## config.mk

```make
export PLATFORM = sky130hd
export DESIGN_NAME = posit_batch_sequencer_flat
export DESIGN_NICKNAME = d
export VERILOG_FILES = /design/src/rtl/posit_seq_pkg.sv /design/src/rtl/posit_batch_sequencer_if.sv /design/src/rtl/posit_batch_sequencer_rise_detect.sv /design/src/rtl/posit_batch_sequencer.sv /design/src/flat_wrapper.sv
export SDC_FILE = /design/constraint.sdc
export NUM_CORES = 1
export LEC_CHECK = 0
export ABC_AREA = 1
export CELL_PAD_IN_SITES_DETAIL_PLACEMENT = 0
export CELL_PAD_IN_SITES_GLOBAL_PLACEMENT = 1
export CORE_MARGIN = 1
export CORE_UTILIZATION = 30
export CTS_CLUSTER_DIAMETER = 30
export DETAILED_ROUTE_END_ITERATION = 6
export PLACE_DENSITY = 0.8
export SYNTH_ARGS = -nofsm -noshare
export SYNTH_HDL_FRONTEND = slang
export SYNTH_SLANG_ARGS = --single-unit
```

## constraint.sdc

```tcl
create_clock -name clk -period 1.9 [get_ports clk]
set_clock_uncertainty 0.05 [all_clocks]
set_input_delay 0.38 -clock clk [delete_from_list [all_inputs] [get_ports clk]]
set_output_delay 0.38 -clock clk [all_outputs]
set_load 0.02 [all_outputs]
```

## src/rtl/posit_seq_pkg.sv

```systemverilog
// Shared definitions for the posit batch sequencer.
//   ADDR_W    - on-chip RAM word-address width
//   DATA_W    - RAM and posit word width
//   MAX_PAIRS - largest operand-pair count a batch may process
//   state_t   - sequencer FSM state encoding
package posit_seq_pkg;

  localparam int ADDR_W    = 11;
  localparam int DATA_W    = 16;
  localparam int MAX_PAIRS = 1024;

  typedef enum logic [2:0] {
    S_IDLE,
    S_RD_A,
    S_RD_B,
    S_CAP_B,
    S_ISSUE,
    S_WAIT_RES,
    S_WRITE,
    S_DONE
  } state_t;

endpackage

```

## src/rtl/posit_batch_sequencer_if.sv

```systemverilog
// Bus bundle between the sequencer and its neighbours:
//   m0_*  - memory-0 second port (operands, read only)
//   m1_*  - memory-1 second port (results, write only)
//   op_*  - operand handshake toward the posit arithmetic unit
//   res_* - result handshake back from the posit arithmetic unit
// Modport master is the sequencer side, slave the memory/arithmetic side.
interface posit_batch_sequencer_if #(
  parameter int ADDR_W = 11,
  parameter int DATA_W = 16
);

  logic [ADDR_W-1:0] m0_address;
  logic              m0_chipselect;
  logic              m0_clken;
  logic              m0_write;
  logic [DATA_W-1:0] m0_writedata;
  logic [1:0]        m0_byteenable;
  logic [DATA_W-1:0] m0_readdata;

  logic [ADDR_W-1:0] m1_address;
  logic              m1_chipselect;
  logic              m1_clken;
  logic              m1_write;
  logic [DATA_W-1:0] m1_writedata;
  logic [1:0]        m1_byteenable;
  logic [DATA_W-1:0] m1_readdata;

  logic              op_valid;
  logic              op_ready;
  logic [DATA_W-1:0] op_a;
  logic [DATA_W-1:0] op_b;

  logic              res_valid;
  logic              res_ready;
  logic [DATA_W-1:0] res_data;

  modport master (
    output m0_address, m0_chipselect, m0_clken, m0_write, m0_writedata, m0_byteenable,
    input  m0_readdata,
    output m1_address, m1_chipselect, m1_clken, m1_write, m1_writedata, m1_byteenable,
    input  m1_readdata,
    output op_valid, op_a, op_b,
    input  op_ready,
    input  res_valid, res_data,
    output res_ready
  );

  modport slave (
    input  m0_address, m0_chipselect, m0_clken, m0_write, m0_writedata, m0_byteenable,
    output m0_readdata,
    input  m1_address, m1_chipselect, m1_clken, m1_write, m1_writedata, m1_byteenable,
    output m1_readdata,
    input  op_valid, op_a, op_b,
    output op_ready,
    output res_valid, res_data,
    input  res_ready
  );

endinterface

```

## src/rtl/posit_batch_sequencer_rise_detect.sv

```systemverilog
// One-register rising-edge detector.
//   clk, reset_n - clock and asynchronous active-low reset
//   d            - level input
//   rise         - high for the cycle in which d is 1 and was 0 the cycle before
module rise_detect (
  input  logic clk,
  input  logic reset_n,
  input  logic d,
  output logic rise
);

  logic d_q;

  always_ff @(posedge clk or negedge reset_n) begin
    if (!reset_n) d_q <= 1'b0;
    else          d_q <= d;
  end

  assign rise = d & ~d_q;

endmodule

```

## src/rtl/posit_batch_sequencer.sv

```systemverilog
// Batch sequencer: on a start rise, streams operand pairs from memory 0
// through the posit arithmetic unit and stores results in memory 1.
//   clk, reset_n - clock and asynchronous active-low reset
//   start        - start level; a rising edge launches a batch
//   soft_reset   - synchronous abort back to IDLE
//   op_count     - pairs in the batch, clamped to MAX_PAIRS
//   done         - batch complete
//   cycles       - busy-cycle count of the last batch (saturating)
//   bus          - memory ports and arithmetic-unit handshakes
module posit_batch_sequencer
  import posit_seq_pkg::*;
#(
  parameter int ADDR_W    = posit_seq_pkg::ADDR_W,
  parameter int DATA_W    = posit_seq_pkg::DATA_W,
  parameter int MAX_PAIRS = posit_seq_pkg::MAX_PAIRS
) (
  input  logic              clk,
  input  logic              reset_n,
  input  logic              start,
  input  logic              soft_reset,
  input  logic [ADDR_W-1:0] op_count,
  output logic              done,
  output logic [31:0]       cycles,
  posit_batch_sequencer_if.master bus
);

  localparam logic [ADDR_W-1:0] MAX_CNT = ADDR_W'(MAX_PAIRS);

  state_t            state, state_n;
  logic              start_rise;
  logic              launch;
  logic              busy;
  logic              last_pair;
  logic [ADDR_W-1:0] count_clamped;
  logic [ADDR_W-1:0] cnt;
  logic [ADDR_W-1:0] idx;
  logic [DATA_W-1:0] a_q, b_q, res_q;
  logic              unused_m1;

  rise_detect u_start_rise (
    .clk     (clk),
    .reset_n (reset_n),
    .d       (start),
    .rise    (start_rise)
  );

  assign count_clamped = (op_count > MAX_CNT) ? MAX_CNT : op_count;
  // A rise only counts when no batch is in progress.
  assign launch    = start_rise && (state == S_IDLE || state == S_DONE) && !soft_reset;
  assign busy      = (state != S_IDLE) && (state != S_DONE);
  assign last_pair = (idx + 1'b1) == cnt;

  assign bus.m0_write      = 1'b0;
  assign bus.m0_writedata  = '0;
  assign bus.m0_byteenable = 2'b11;
  assign bus.m1_byteenable = 2'b11;
  assign bus.m1_writedata  = res_q;
  assign bus.op_a          = a_q;
  assign bus.op_b          = b_q;
  assign unused_m1         = ^bus.m1_readdata;

  // NOTE: registered state uses non-blocking assignments so every flop samples
  // pre-edge values regardless of process ordering.
  always_ff @(posedge clk or negedge reset_n) begin
    if (!reset_n) begin
      state  <= S_IDLE;
      cnt    <= '0;
      idx    <= '0;
      a_q    <= '0;
      b_q    <= '0;
      res_q  <= '0;
      cycles <= '0;
    end else begin
      state <= state_n;
      if (soft_reset) begin
        cycles <= '0;
      end else if (launch) begin
        cnt    <= count_clamped;
        idx    <= '0;
        cycles <= '0;
      end else begin
        if (busy && cycles != 32'hFFFF_FFFF) cycles <= cycles + 32'd1;
        case (state)
          S_RD_B:     a_q <= bus.m0_readdata;
          S_CAP_B:    b_q <= bus.m0_readdata;
          S_WAIT_RES: if (bus.res_valid) res_q <= bus.res_data;
          S_WRITE:    idx <= idx + 1'b1;
          default:    ;
        endcase
      end
    end
  end

  // NOTE: every output of this block gets a default first, so no path through
  // the case statement can leave a signal unassigned and infer a latch.
  always_comb begin
    state_n           = state;
    done              = 1'b0;
    bus.m0_address    = '0;
    bus.m0_chipselect = 1'b0;
    bus.m0_clken      = 1'b0;
    bus.m1_address    = '0;
    bus.m1_chipselect = 1'b0;
    bus.m1_clken      = 1'b0;
    bus.m1_write      = 1'b0;
    bus.op_valid      = 1'b0;
    bus.res_ready     = 1'b0;

    case (state)
      S_IDLE: begin
        bus.res_ready = 1'b1;  // drain any stale result
        if (launch) state_n = (count_clamped == '0) ? S_DONE : S_RD_A;
      end
      S_RD_A: begin
        bus.m0_address    = {idx[ADDR_W-2:0], 1'b0};
        bus.m0_chipselect = 1'b1;
        bus.m0_clken      = 1'b1;
        state_n           = S_RD_B;
      end
      S_RD_B: begin
        bus.m0_address    = {idx[ADDR_W-2:0], 1'b1};
        bus.m0_chipselect = 1'b1;
        bus.m0_clken      = 1'b1;
        state_n           = S_CAP_B;
      end
      S_CAP_B: state_n = S_ISSUE;
      S_ISSUE: begin
        bus.op_valid = 1'b1;
        if (bus.op_ready) state_n = S_WAIT_RES;
      end
      S_WAIT_RES: begin
        bus.res_ready = 1'b1;
        if (bus.res_valid) state_n = S_WRITE;
      end
      S_WRITE: begin
        bus.m1_address    = idx;
        bus.m1_chipselect = 1'b1;
        bus.m1_clken      = 1'b1;
        bus.m1_write      = 1'b1;
        state_n           = last_pair ? S_DONE : S_RD_A;
      end
      S_DONE: begin
        done = 1'b1;
        if (launch) state_n = (count_clamped == '0) ? S_DONE : S_RD_A;
      end
      default: state_n = S_IDLE;
    endcase

    // Abort wins over everything: quiet all strobes and head back to IDLE.
    if (soft_reset) begin
      state_n           = S_IDLE;
      done              = 1'b0;
      bus.m0_address    = '0;
      bus.m0_chipselect = 1'b0;
      bus.m0_clken      = 1'b0;
      bus.m1_address    = '0;
      bus.m1_chipselect = 1'b0;
      bus.m1_clken      = 1'b0;
      bus.m1_write      = 1'b0;
      bus.op_valid      = 1'b0;
    end
  end

endmodule

```

## src/flat_wrapper.sv

```systemverilog
// flat-port wrapper written by rule: the top's interface ports become plain ports
module posit_batch_sequencer_flat import posit_seq_pkg::*;
#(
  parameter int ADDR_W    = posit_seq_pkg::ADDR_W,
  parameter int DATA_W    = posit_seq_pkg::DATA_W,
  parameter int MAX_PAIRS = posit_seq_pkg::MAX_PAIRS
)
  (clk, reset_n, start, soft_reset, op_count, done, cycles, bus_m0_address, bus_m0_chipselect, bus_m0_clken, bus_m0_write, bus_m0_writedata, bus_m0_byteenable, bus_m0_readdata, bus_m1_address, bus_m1_chipselect, bus_m1_clken, bus_m1_write, bus_m1_writedata, bus_m1_byteenable, bus_m1_readdata, bus_op_valid, bus_op_a, bus_op_b, bus_op_ready, bus_res_valid, bus_res_data, bus_res_ready);
  posit_batch_sequencer_if #(.ADDR_W(ADDR_W), .DATA_W(DATA_W)) bus_i ();
  input  logic clk;
  input  logic reset_n;
  input  logic start;
  input  logic soft_reset;
  input  logic [ADDR_W-1:0] op_count;
  output logic done;
  output logic [31:0] cycles;
  output wire logic [$bits(bus_i.m0_address)-1:0] bus_m0_address;
  output wire logic [$bits(bus_i.m0_chipselect)-1:0] bus_m0_chipselect;
  output wire logic [$bits(bus_i.m0_clken)-1:0] bus_m0_clken;
  output wire logic [$bits(bus_i.m0_write)-1:0] bus_m0_write;
  output wire logic [$bits(bus_i.m0_writedata)-1:0] bus_m0_writedata;
  output wire logic [$bits(bus_i.m0_byteenable)-1:0] bus_m0_byteenable;
  input wire logic [$bits(bus_i.m0_readdata)-1:0] bus_m0_readdata;
  output wire logic [$bits(bus_i.m1_address)-1:0] bus_m1_address;
  output wire logic [$bits(bus_i.m1_chipselect)-1:0] bus_m1_chipselect;
  output wire logic [$bits(bus_i.m1_clken)-1:0] bus_m1_clken;
  output wire logic [$bits(bus_i.m1_write)-1:0] bus_m1_write;
  output wire logic [$bits(bus_i.m1_writedata)-1:0] bus_m1_writedata;
  output wire logic [$bits(bus_i.m1_byteenable)-1:0] bus_m1_byteenable;
  input wire logic [$bits(bus_i.m1_readdata)-1:0] bus_m1_readdata;
  output wire logic [$bits(bus_i.op_valid)-1:0] bus_op_valid;
  output wire logic [$bits(bus_i.op_a)-1:0] bus_op_a;
  output wire logic [$bits(bus_i.op_b)-1:0] bus_op_b;
  input wire logic [$bits(bus_i.op_ready)-1:0] bus_op_ready;
  input wire logic [$bits(bus_i.res_valid)-1:0] bus_res_valid;
  input wire logic [$bits(bus_i.res_data)-1:0] bus_res_data;
  output wire logic [$bits(bus_i.res_ready)-1:0] bus_res_ready;
  assign bus_m0_address = bus_i.m0_address;
  assign bus_m0_chipselect = bus_i.m0_chipselect;
  assign bus_m0_clken = bus_i.m0_clken;
  assign bus_m0_write = bus_i.m0_write;
  assign bus_m0_writedata = bus_i.m0_writedata;
  assign bus_m0_byteenable = bus_i.m0_byteenable;
  assign bus_i.m0_readdata = bus_m0_readdata;
  assign bus_m1_address = bus_i.m1_address;
  assign bus_m1_chipselect = bus_i.m1_chipselect;
  assign bus_m1_clken = bus_i.m1_clken;
  assign bus_m1_write = bus_i.m1_write;
  assign bus_m1_writedata = bus_i.m1_writedata;
  assign bus_m1_byteenable = bus_i.m1_byteenable;
  assign bus_i.m1_readdata = bus_m1_readdata;
  assign bus_op_valid = bus_i.op_valid;
  assign bus_op_a = bus_i.op_a;
  assign bus_op_b = bus_i.op_b;
  assign bus_i.op_ready = bus_op_ready;
  assign bus_i.res_valid = bus_res_valid;
  assign bus_i.res_data = bus_res_data;
  assign bus_res_ready = bus_i.res_ready;
  posit_batch_sequencer #(.ADDR_W(ADDR_W), .DATA_W(DATA_W), .MAX_PAIRS(MAX_PAIRS)) u_core (.clk(clk), .reset_n(reset_n), .start(start), .soft_reset(soft_reset), .op_count(op_count), .done(done), .cycles(cycles), .bus(bus_i));
endmodule
```

==> results.py, run 1 <==
metrics = {
    "floorplanning": {
        "dieArea_um2": 20050,
        "fp.dieH_um": 141.6,
        "initial_utilization_pct": 30.94,
        "core_region_area_um2": 18890,
        "rows": 50,
        "die_w_um": 141.6,
        "num_io_pins": 196,
    },
    "synth": {
        "async_reset_ff_share_pct": 100.0,
        "synth_largest_area_cell": "dfrtp_1",
        "syn_area_um2": 5846,
        "yosys_warnings": 0,
        "yosysSeqAreaShare_pct": 45.38,
        "synth_edf_count": 0,
        "synth_common_cells": "nand2_1 (183), dfrtp_1 (106), inv_1 (83), nor2_1 (81), o21ai_0 (67)",
        "ys.flop_type": "dfrtp_1",
        "ys_types": 37,
        "synth_area_leaders": "dfrtp_1 (45%), nand2_1 (12%), o21ai_0 (5.7%)",
        "synth-seq-cells": 106,
        "synthCells": 755,
        "yosysMostFrequentCell": "nand2_1",
        "yosys.area.top_type_share_pct": 45.38,
        "syn-mean-instance-area_um2": 7.743,
    },
    "timing": {
        "final_max_slew_viol_count": 0,
        "period_needed_ns": 2.129,
        "hold_viol": 0,
        "finalSetupViolCount": 98,
        "period_share_pct": 112.1,
        "setup_tns_ns": -15.50,
        "fin_ws_ns": -0.2291,
        "max_freq_ghz": 0.4697,
        "rsz0062_at_grt": "yes",
    },
    "grt": {
        "grt_pass1_wl_um": 30090,
        "grt_overflow": 0,
        "antenna_found_initial": 1,
        "grt_pass1_vias": 5756,
        "grt_max_degree": 49,
        "grtUsageTotal_pct": 19.36,
    },
    "worst_setup_path": {
        "r2r-end": "u_core.cycles[0]",
        "setup.worst_path.class": "flip-flop to output pin",
        "crit_path_end_kind": "output pin",
        "rr_worst_depth": 12,
        "reg2reg_from": "u_core.state[1]",
        "required_ns": 1.47,
        "r2r_setup_slack_ns": -0.23,
        "cp_max_fo": 6,
        "cp-start-kind": "flip-flop",
        "cp.arrival_ns": 1.70,
    },
    "power": {
        "power_w": 0.01100,
        "power_switching_w": 0.004274,
        "combPwrFrac_pct": 50.8,
        "seqPwrFrac_pct": 30.8,
        "switching_share_pct": 38.84,
        "power.leakage_nw": 4.856,
        "p_int_w": 0.006729,
        "power_frac_clock_pct": 18.4,
        "power.density_nw_per_um2": 1088,
        "worst_ir_drop_vdd_mv": 0.8102,
    },
    "detailed_routing": {
        "drt_wl_total_um": 19500,
        "dr.pass1.iters": 5,
        "wl_met1_um": 8697,
        "viasPerCell": 4.575,
        "met2_length_um": 9401,
        "met3_length_um": 1124,
        "drt_iter0_markers": 218,
        "post-route-drc-count": 0,
        "maxUsedRoutingLayer": "met4",
        "post_drt_wl_per_cell_um": 14.86,
        "ant_nets": 0,
        "num_vias": 6003,
    },
    "clock_network": {
        "cts_buffers": 9,
        "insertion_delay_ns": 0.36,
        "h-tree-depth": 3,
        "cts.sinks": 106,
        "root_buffer": "clkbuf_16",
        "cts_tree": "yes",
        "cts.clk_slew.worst_paths_ns": 0.08,
        "clk_path_buf_depth": 2,
    },
    "flow_run": {
        "cap_violations": 0,
    },
    "layout": {
        "final_layout_size_suffix_gt1_share_pct": 35.01,
        "fin_util_pct": 53.53,
        "fin_area_um2": 10110,
        "fin_nets": 1113,
        "syn_to_final_growth_pct": 73.01,
        "fillers": 1770,
        "multi_input_area_um2": 3326,
        "seq_area_um2": 2658,
    },
    "place": {
        "port-buffer-count": 158,
        "gp_congestion": 0.8330,
        "placed_area_um2": 8552,
        "hpwlAfterDp_um": 13440,
        "place_ws_ns": -0.5286,
    },
    "hold_path": {
        "hp-class": "primary input to async pin",
    },
    "status": {
        "violations": "setup timing",
        "outcome": "complete, but fails checks",
    },
}
[final cells by class]
type	instances	area share (%)
Tap cell	260	3.217
Timing Repair Buffer	308	30.81
Inverter	85	3.476
Antenna cell	1	0.02474
Sequential cell	106	26.28
Timing Repair inverter	1	0.1608
Clock buffer	9	2.227
Clock inverter	7	0.9279
Multi-Input combinational cell	535	32.88
[routing by layer]
metal | global-route usage [%] | up-vias
met1 | 26.02 | 2854
met5 | 0 | -
met4 | 6.282 | 0
met3 | 4.117 | 17
met2 | 31.01 | 160
li1 | - | 2972
[critical path, cell delays in order, from the launching register on]
cell	delay [ns]
dfrtp_2	0.43
buf_4	0.15
nor2_4	0.09
inv_2	0.05
nor2_4	0.14
a21oi_4	0.09
buf_6	0.15
nor2_1	0.09
buf_4	0.15
[stage by stage]
step | instances | hold WS, ns
2_1_floorplan | 774 | 0.03441
3_3_place_gp | 1261 | 0.2316
3_5_place_dp | 1261 | 0.2346
4_1_cts | 1300 | 0.3928
5_1_grt | 1311 | 0.4371
6_report | 1312 | 0.3974
[cell usage in the layout, fill, tap and decap left out, drive strengths merged, types with 27 or more instances in the layout]
master         instances
inv                   88
buf                  178
dfrtp                106
nor2                  83
xor2                  27
clkdlybuf4s50        101
nand2                186
nor3                  36
nand3                 56
o21ai                 67
[power by group through the flow]
stage	logic, W	clock network, W	registers (W)
2_1_floorplan	0.00165	0	0.00397
3_3_place_gp	0.00430	0	0.00336
3_5_place_dp	0.00436	0	0.00335
4_1_cts	0.00502	0.00206	0.00335
5_1_grt	0.00597	0.00215	0.00348
6_report	0.00558	0.00203	0.00339
[logic make-up (layout without fill, tap and decap cells)]
family	Yosys count	count (layout)	synth area share, %
simple gates	383	383	28.27
buf+inv	133	410	10.59
flops	106	106	45.38
compound gates	82	82	7.235
xor+xnor	31	31	4.880
mux	16	16	3.082
fa+ha+maj	2	2	0.4280
other cells	2	22	0.1285
[registers in the layout, indices dropped and copies added, names as in the netlist]
name,flops
u_core.cycles,32
u_core.bus.op_b,16
u_core.idx,11
u_core.bus.op_a,16
u_core.state,3
u_core.bus.m1_writedata,16
u_core.u_start_rise.d_q,1
u_core.cnt,11
[how the worst max path moves through the flow]
stage	start	endpoint	slack (ns)	cells after the start
detailed placement	soft_reset	bus_m1_address[7]	-0.53	6
floorplan	u_core.state[2]	bus_m0_clken	-0.04	8
global route	u_core.state[1]	u_core.cycles[0]	-0.33	11
finish	u_core.state[1]	bus_m0_address[10]	-0.23	8
CTS	u_core.state[1]	bus_m0_address[9]	-0.23	7
global placement	soft_reset	bus_m1_address[8]	-0.50	6
[what timing repair did]
action                                  4_1_cts  5_1_grt
setup buffers                                15       13
hold buffers                                  1        0
cloned                                        9        2
hold endpoints to repair                     16        0
resized for setup                           301      173
pin swaps                                    30       17
endpoints found under the setup margin      114      117
No activity file was read; power rests on OpenSTA's default activity.
==> run 2, diff against run 1 <==
Settings changed: CTS_CLUSTER_SIZE from default to 40.
==> results of run 2 <==
The final DEF is identical to that of run 1; final timing and power are the same.
